`config.mk`:
```
export PLATFORM = sky130hd
export DESIGN_NAME = inertial_delay_line
export DESIGN_NICKNAME = d
export VERILOG_FILES = /design/src/rtl/delay_pkg.sv /design/src/rtl/inertial_delay_ch.sv /design/src/rtl/inertial_delay_line.sv
export SDC_FILE = /design/constraint.sdc
export NUM_CORES = 1
export LEC_CHECK = 0
export BUFFER_PORTS_ARGS = -buffer_cell sky130_fd_sc_hd__buf_2
export CORE_MARGIN = 5
export CORE_UTILIZATION = 30
export CTS_BUF_LIST = sky130_fd_sc_hd__clkbuf_16
export DETAILED_ROUTE_END_ITERATION = 12
export HOLD_SLACK_MARGIN = 0.08
export PLACE_DENSITY = 0.5
export SLEW_MARGIN = 25
export SYNTH_ARGS = -nofsm -noshare
export SYNTH_HDL_FRONTEND = slang
export SYNTH_HIERARCHICAL = 1
export SYNTH_SLANG_ARGS = --single-unit
```
`constraint.sdc`:
```
create_clock -name clk -period 7.6 [get_ports clk]
set_input_delay 1.52 -clock clk [delete_from_list [all_inputs] [get_ports clk]]
set_output_delay 1.52 -clock clk [all_outputs]
set_load 0.02 [all_outputs]
```
`src/rtl/delay_pkg.sv`:
```
// Shared mode encodings and delay clamping for inertial_delay_line.
package delay_pkg;

    localparam logic MODE_TRANSPORT = 1'b0;
    localparam logic MODE_INERTIAL  = 1'b1;

    // Effective delay: 0 behaves as 1, anything beyond depth saturates at depth.
    function automatic int unsigned clamp_delay(input int unsigned req, input int unsigned depth);
        if (req == 0) begin
            return 1;
        end
        if (req > depth) begin
            return depth;
        end
        return req;
    endfunction

endpackage

```
`src/rtl/inertial_delay_ch.sv`:
```
// One channel of the delay line: history shift register, inertial run counter
// and the registered output. Optional rejection pulse with INERTIAL_DELAY_REJ_EN.
module inertial_delay_ch
    import delay_pkg::*;
#(
    parameter int unsigned DEPTH   = 8,
    parameter int unsigned DW      = $clog2(DEPTH + 1),
    parameter logic        RST_VAL = 1'b0
) (
    input  logic          clk,
    input  logic          rst_n,
    input  logic          en,
    input  logic          reconf,
    input  logic          mode,
    input  logic [DW-1:0] d,
    input  logic          din,
    output logic          dout
`ifdef INERTIAL_DELAY_REJ_EN
    ,
    output logic          rej
`endif
);

    // dout acts as the final stage, so DEPTH-1 history flops cover a delay of DEPTH.
    localparam int unsigned HW = (DEPTH > 1) ? DEPTH - 1 : 1;
    localparam int unsigned CW = (DEPTH > 1) ? $clog2(DEPTH) : 1;
    localparam int unsigned IW = $clog2(HW + 1);

    logic [HW-1:0] hist;
    logic [CW-1:0] cnt;
    logic [HW:0]   tap;
    logic [IW-1:0] idx;

    // tap[0] is the live input, tap[j] the input captured j enabled edges ago.
    assign tap = {hist, din};
    assign idx = IW'(d - DW'(1));

    // History, counter and output update on enabled edges only.
    always_ff @(posedge clk or negedge rst_n) begin
        if (!rst_n) begin
            dout <= RST_VAL;
            hist <= {HW{RST_VAL}};
            cnt  <= '0;
`ifdef INERTIAL_DELAY_REJ_EN
            rej  <= 1'b0;
`endif
        end else begin
`ifdef INERTIAL_DELAY_REJ_EN
            rej <= 1'b0;
`endif
            if (en) begin
                if (reconf) begin
                    // Flush pending data so nothing stale surfaces after the switch.
                    hist <= {HW{dout}};
                    cnt  <= '0;
                end else begin
                    hist <= tap[HW-1:0];
                    if (mode == MODE_TRANSPORT) begin
                        dout <= tap[idx];
                        cnt  <= '0;
                    end else if (din != dout) begin
                        if (DW'(cnt) + DW'(1) == d) begin
                            dout <= din;
                            cnt  <= '0;
                        end else begin
                            cnt <= cnt + CW'(1);
                        end
                    end else if (cnt != '0) begin
                        cnt <= '0;
`ifdef INERTIAL_DELAY_REJ_EN
                        rej <= 1'b1;
`endif
                    end
                end
            end
        end
    end

endmodule

```
`src/rtl/inertial_delay_line.sv`:
```
// Multi-channel transport/inertial delay line with runtime delay selection.
// INERTIAL_DELAY_REJ_EN adds the rej port flagging swallowed inertial pulses.
module inertial_delay_line
    import delay_pkg::*;
#(
    parameter int unsigned      WIDTH   = 4,
    parameter int unsigned      DEPTH   = 8,
    parameter logic [WIDTH-1:0] RST_VAL = '0
) (
    input  logic                         clk,
    input  logic                         rst_n,
    input  logic                         en,
    input  logic                         mode,
    input  logic [$clog2(DEPTH+1)-1:0]   delay,
    input  logic [WIDTH-1:0]             din,
    output logic [WIDTH-1:0]             dout
`ifdef INERTIAL_DELAY_REJ_EN
    ,
    output logic [WIDTH-1:0]             rej
`endif
);

    localparam int unsigned DW = $clog2(DEPTH + 1);

    logic          mode_q;
    logic [DW-1:0] d_q;
    logic [DW-1:0] d_c;
    logic          reconf_c;

    // Any change of mode or effective delay turns the edge into a flush edge.
    assign d_c      = DW'(clamp_delay(32'(delay), DEPTH));
    assign reconf_c = (mode != mode_q) || (d_c != d_q);

    // Registered configuration, sampled on enabled edges.
    always_ff @(posedge clk or negedge rst_n) begin
        if (!rst_n) begin
            mode_q <= MODE_TRANSPORT;
            d_q    <= DW'(1);
        end else if (en) begin
            mode_q <= mode;
            d_q    <= d_c;
        end
    end

    for (genvar i = 0; i < WIDTH; i++) begin : g_ch
        inertial_delay_ch #(
            .DEPTH   (DEPTH),
            .DW      (DW),
            .RST_VAL (RST_VAL[i])
        ) u_ch (
            .clk    (clk),
            .rst_n  (rst_n),
            .en     (en),
            .reconf (reconf_c),
            .mode   (mode_q),
            .d      (d_q),
            .din    (din[i]),
            .dout   (dout[i])
`ifdef INERTIAL_DELAY_REJ_EN
            ,
            .rej    (rej[i])
`endif
        );
    end

endmodule

```
**Yosys cells after proc, flatten, opt, wreduce, memory -nomap -nowiden**

Cells that the tools add are included.

- Add/subtract/negate cells: 9
- $mul: 0
- Divide/modulo/power cells: 0
- $lt $le $gt $ge: 2
- Equal/unequal tests: 22
- Shift-type cells: 0
- Multiplexer cells: 51
- Bitwise gates (word level): 1
- Reductions and logical operators: 14

Operators by type and width:

| cell | number |
|---|---|
| 3-bit 2-to-1 mux | 20 |
| 7-bit 2-to-1 mux | 4 |
| 1-bit 2-to-1 mux | 20 |
| 3-bit by 1-bit adder with 4-bit output (second input constant) | 4 |
| 4-bit equality test | 4 |
| 2-bit by 1-bit inequality test with 1-bit output (second input constant) | 8 |
| 4-bit by 1-bit inequality test with 1-bit output (second input constant) | 4 |
| 4-bit AND reduction | 4 |
| 3-bit by 1-bit adder with 3-bit output (second input constant) | 4 |
| 1-bit binary-select mux with 3-bit select | 4 |
| 4-bit 2-to-1 mux | 3 |
| 3-bit nonzero test | 4 |
| 2-bit AND reduction | 4 |
| 1-bit inequality test | 5 |
| 4-bit > comparator (second input constant) | 1 |
| 4-bit zero test | 1 |
| 3-bit by 4-bit less-than comparator with 1-bit output (second input constant) | 1 |
| 4-bit inequality test | 1 |
| 3-bit by 1-bit subtractor with 3-bit output (second input constant) | 1 |
| 1-bit logical OR | 1 |
| 1-bit NOT | 1 |

- Register bits: 49
- Bits in latches: 0
- Memory bits (writable): 0
- Memory bits (read-only): 0
- Input port bits: 12
- Output and inout bits: 4
- Logic and storage cells: 113
- Memories kept: 0

**Longest topological paths before layout**

- Depth after elaboration: 9
- Mapped depth: 7
- Gate-level depth less buffers: 7

**Modules after synthesis**

Netlist, hierarchy kept.

Modules (own cells, without submodules):

| module | times used | cells each | area each (um^2) | seq. area each (um^2) |
|---|---|---|---|---|
| inertial_delay_ch (g_ch[0].u_ch ...) | 3 | 75 | 714.4 | 275.3 |
| inertial_delay_ch (g_ch[3].u_ch) | 1 | 75 | 719.4 | 275.3 |
| inertial_delay_line | 1 | 31 | 306.5 | 126.4 |

**Worst setup path after synthesis**

OpenSTA, ideal clock, no wires.

- Path kind: input to register
- From: input delay[2]
- To: register g_ch[3].u_ch.dout
- Setup time: 125 ps
- Data arrival time: 3252 ps
- Required time: 7475 ps
- Slack: 4224 ps
- Stages on the path: 6
- Buffers on the path: 0
- Cells stage by stage: nor4b_2 -> o21ai_0 -> a311o_1 -> or3_2 -> o32a_1 -> mux2_2

- Cells in the longest elaborated chain, start to end: 9
- Elaborated cells on any way between the ends: 13
- Those cells by class: 1 x order compare; 1 x eq/ne; 7 x mux; 1 x bitwise; 3 x reduce/logical

Ends and longest elaborated chain:

| element | RTL line | source |
|---|---|---|
| start, declared | inertial_delay_line.sv:14 | `input logic [$clog2(DEPTH+1)-1:0] delay,` |
| 4-bit > comparator / 4-bit zero test (equally long branches) | delay_pkg.sv:12, delay_pkg.sv:9 |  |
| 1-bit 2-to-1 mux (on tied branches) | delay_pkg.sv:12, delay_pkg.sv:9 |  |
| 1-bit 2-to-1 mux / 4-bit 2-to-1 mux (equally long branches) | delay_pkg.sv:12 | `if (req > depth) begin` |
| 4-bit 2-to-1 mux | delay_pkg.sv:15 | `return req;` |
| 4-bit 2-to-1 mux * | delay_pkg.sv:12 |  |
| 4-bit inequality test * | inertial_delay_line.sv:32 | `assign reconf_c = (mode != mode_q) \|\| (d_c != d_q);` |
| 1-bit logical OR * | inertial_delay_line.sv:32 |  |
| named net reconf_c | inertial_delay_line.sv:28 | `logic reconf_c;` |
| 1-bit NOT (no source line) * | - |  |
| 4-bit AND reduction (no source line) * | - |  |
| end signal, assigned | inertial_delay_ch.sv:59 | `dout <= tap[idx];` |
| end signal, assigned | inertial_delay_ch.sv:63 | `dout <= din;` |
| end, declared | inertial_delay_ch.sv:17 | `output logic dout` |

The timed path passes the listed nets; every way through them passes the cells marked *. The select of a mux whose other input is x is not followed.
A chain may end at the register's enable or synchronous reset.

**Worst setup path after layout**

- From: input delay[3]
- To: register g_ch[3].u_ch.dout

The elaborated chain is that of the path after synthesis.

==> impl_metrics.tcl <==
set metrics [dict create \
    design_power_total_w 0.0008939 \
    critPathLaunchType "input pin" \
    p_leak_nw 1.524 \
    synth-compound-area-share_pct 17.92 \
    required_ps 7780 \
    setup_tns_ps 0 \
    fin_crit_ps 3440 \
    antenna_found_initial 0 \
    multiInputGateArea_um2 1784 \
    filler_cell_count 1016 \
    holdPathStages 2 \
    rows 37 \
    diodes 0 \
    synth_cell_type_count 39 \
    mostFrequentLayoutCells "a21oi_1, dfrtp_1, nor2_1, inv_1" \
    chipHeight_um 112.8 \
    via_count 2372 \
    synth-simple-area-share_pct 13.42 \
    postRouteAntennaNets 0 \
    syn_area_um2 3169 \
    avgSynthCellArea_um2 9.575 \
    dp_slack_ps 3851 \
    arrival_ps 3620 \
    r2r_slack_ps 4600 \
    h-tree-depth 2 \
    clock_latency_ps 290 \
    viasPerCell 4.942 \
    yosys_warnings 6 \
    crit_type "input pin to flip-flop" \
    finalNetCount 367 \
    ctsHoldBuffers 0 \
    gr-usage-met1_pct 14.45 \
    drive_gt1_share_pct 12.21 \
    use_met2_pct 17.30 \
    grt_pass1_wl_um 11170 \
    final_common_cell "a21oi_1" \
    initial_utilization_pct 30.70 \
    route.detailed.drc 0 \
    seq_area_um2 1227 \
    syn-num-nets 355 \
    cts_sinks 49 \
    min-delay-start "g_ch[1].u_ch/hist[6]" \
    status "finished, final reports clean" \
    synth_top_flop_cell "dfrtp_1" \
    hold_violations 0 \
    grt.overflow.total 0 \
    tightestPinTransition_ps 766.3 \
    postCtsSetupBuffers 0 \
    met3_usage_pct 1.604 \
    fmax_mhz 290.7 \
    hold_class "flip-flop to flip-flop" \
    io_pins 16 \
    worst_slack_ps 4160 \
    maxCapViolCount 0 \
    die_w_um 112.8 \
    setup_viol 0 \
    synth_area_leader_cell "dfrtp_1" \
    rsz0062_at_grt "false" \
    fin_skew_ps 7.205 \
    synth_edf_count 0 \
    ir_worst_vdd_mv 0.09715 \
    synth_top_family_by_area "compound AO/OA/AOI/OAI gates" \
    crit_fanout 20 \
    synth_top_area_share_pct 37.90 \
    dp_hpwl_um 4378 \
    cts_tree "done" \
    muxShareOfSynthArea_pct 11.96 \
    power_density_nw_per_um2 251.8 \
    globalplace.congestion 0.7075 \
    clock_path_buffers 2 \
    reg2reg_to "g_ch[3].u_ch/dout" \
    grt_busiest_layer "met2" \
    drt_iter0_drc 143 \
    yosys.area_share.adder_pct 4.737 \
    wl_per_cell_um 14.00 \
    grt_pass1_vias 2254 \
    worstHoldEndpoint "g_ch[1].u_ch/hist[6]" \
    core_um2 10320 \
    ys_seq_elements 49 \
    end_kind "flip-flop" \
    r2r-start "d_q[0]" \
    fin_crit_sh_pct 45.27 \
    grt_max_degree 82 \
    wirelength_um 6719 \
    slew-limit-headroom_pct 48.91 \
    root_buffer "clkbuf_16" \
    ys_top_cells_by_area "dfrtp_1, a21oi_1, mux4_1" \
    ff2ff_path_depth 6 \
    die-area_um2 12720 \
    synth-xor-area-share_pct 8.251 \
    clk_pin_slew_ps 70 \
    numCtsBuffers 5 \
    area_delta_synth_final_pct 12.04 \
    firstDrtPassIters 4 \
    cts_resized 0 \
    synthCells 331 \
    grt_util_all_layers_pct 10.66 \
    yosysSeqAreaShare_pct 38.73 \
    synth-async-reset-ratio_pct 100.0 \
    portBuffers 15 \
    final_max_slew_viol_count 0 \
]
## synthesized netlist by cell type, drive strengths merged (8+ instances only)
master  count
dfrtp      48
nand2      13
mux4        8
inv        30
ha         12
o21ai      20
xnor2      13
a21oi      57
nor2       35
clkbuf     12
mux2       15
## final cells by class
| cell class | instances | area share, % |
|---|---|---|
| repair buffers | 17 | 2.537 |
| flip-flops and latches | 49 | 34.57 |
| multi-input cells | 240 | 50.25 |
| clock buffers | 5 | 3.524 |
| well taps | 136 | 4.792 |
| inverters | 30 | 3.171 |
| clock inverters | 3 | 1.163 |
## state kept, by name (all words and copies together), names as in the netlist
name            count
g_ch.u_ch/hist     28
d_q                 4
g_ch.u_ch/cnt      12
mode_q              1
g_ch.u_ch/dout      4
## where the power goes
part           leakage, nW  internal, W  switching, W
Sequential           0.613     0.000324     0.0000631
Combinational        0.834     0.000129      0.000124
Clock               0.0775     0.000154      0.000100
## logic make-up (layout without fill, tap and decap cells)
family	after synthesis	in the layout
compound gates	99	99
mux	23	23
xor+xnor	23	23
flops	49	49
simple gates	83	83
fa+ha+maj	12	12
buf+inv	42	55
## stage by stage
step                area, µm²  hold slack [ps]  utilization, %  instances
detailed placement       3385            516.7           32.78        472
global placement         3385            510.3           32.78        472
CTS                      3551            534.5           34.40        480
global route             3551            551.9           34.40        480
floorplan                3169            482.2               -        331
finish                   3551            525.7           34.40        480
## critical path: stages
cell and delay (ps):
buf_2 150, nor4b_2 250, o21ai_0 120, a311o_1 580, or3_2 560, o32a_1 160
mux2_2 270
## worst max-delay path by stage
| stage | start | to | slack (ps) |
|---|---|---|---|
| final | delay[3] | g_ch[3].u_ch/dout | 4160 |
| after global routing | delay[3] | g_ch[3].u_ch/dout | 4060 |
| after CTS | delay[3] | g_ch[3].u_ch/dout | 4160 |
| after detailed placement | delay[3] | g_ch[3].u_ch/dout | 3850 |
| after global placement | delay[3] | g_ch[3].u_ch/dout | 3890 |
| after floorplan | delay[2] | g_ch[3].u_ch/dout | 4220 |
## layer usage
layer | up-vias | part of all wire, % | routed length, µm
li1 | 1203 | - | -
met2 | 25 | 46 | 3118
met3 | 6 | 2.1 | 140
met5 | - | 0 | 0
met1 | 1138 | 50 | 3360
met4 | 0 | 1.5 | 99
No activity file was read; power rests on OpenSTA's default activity.
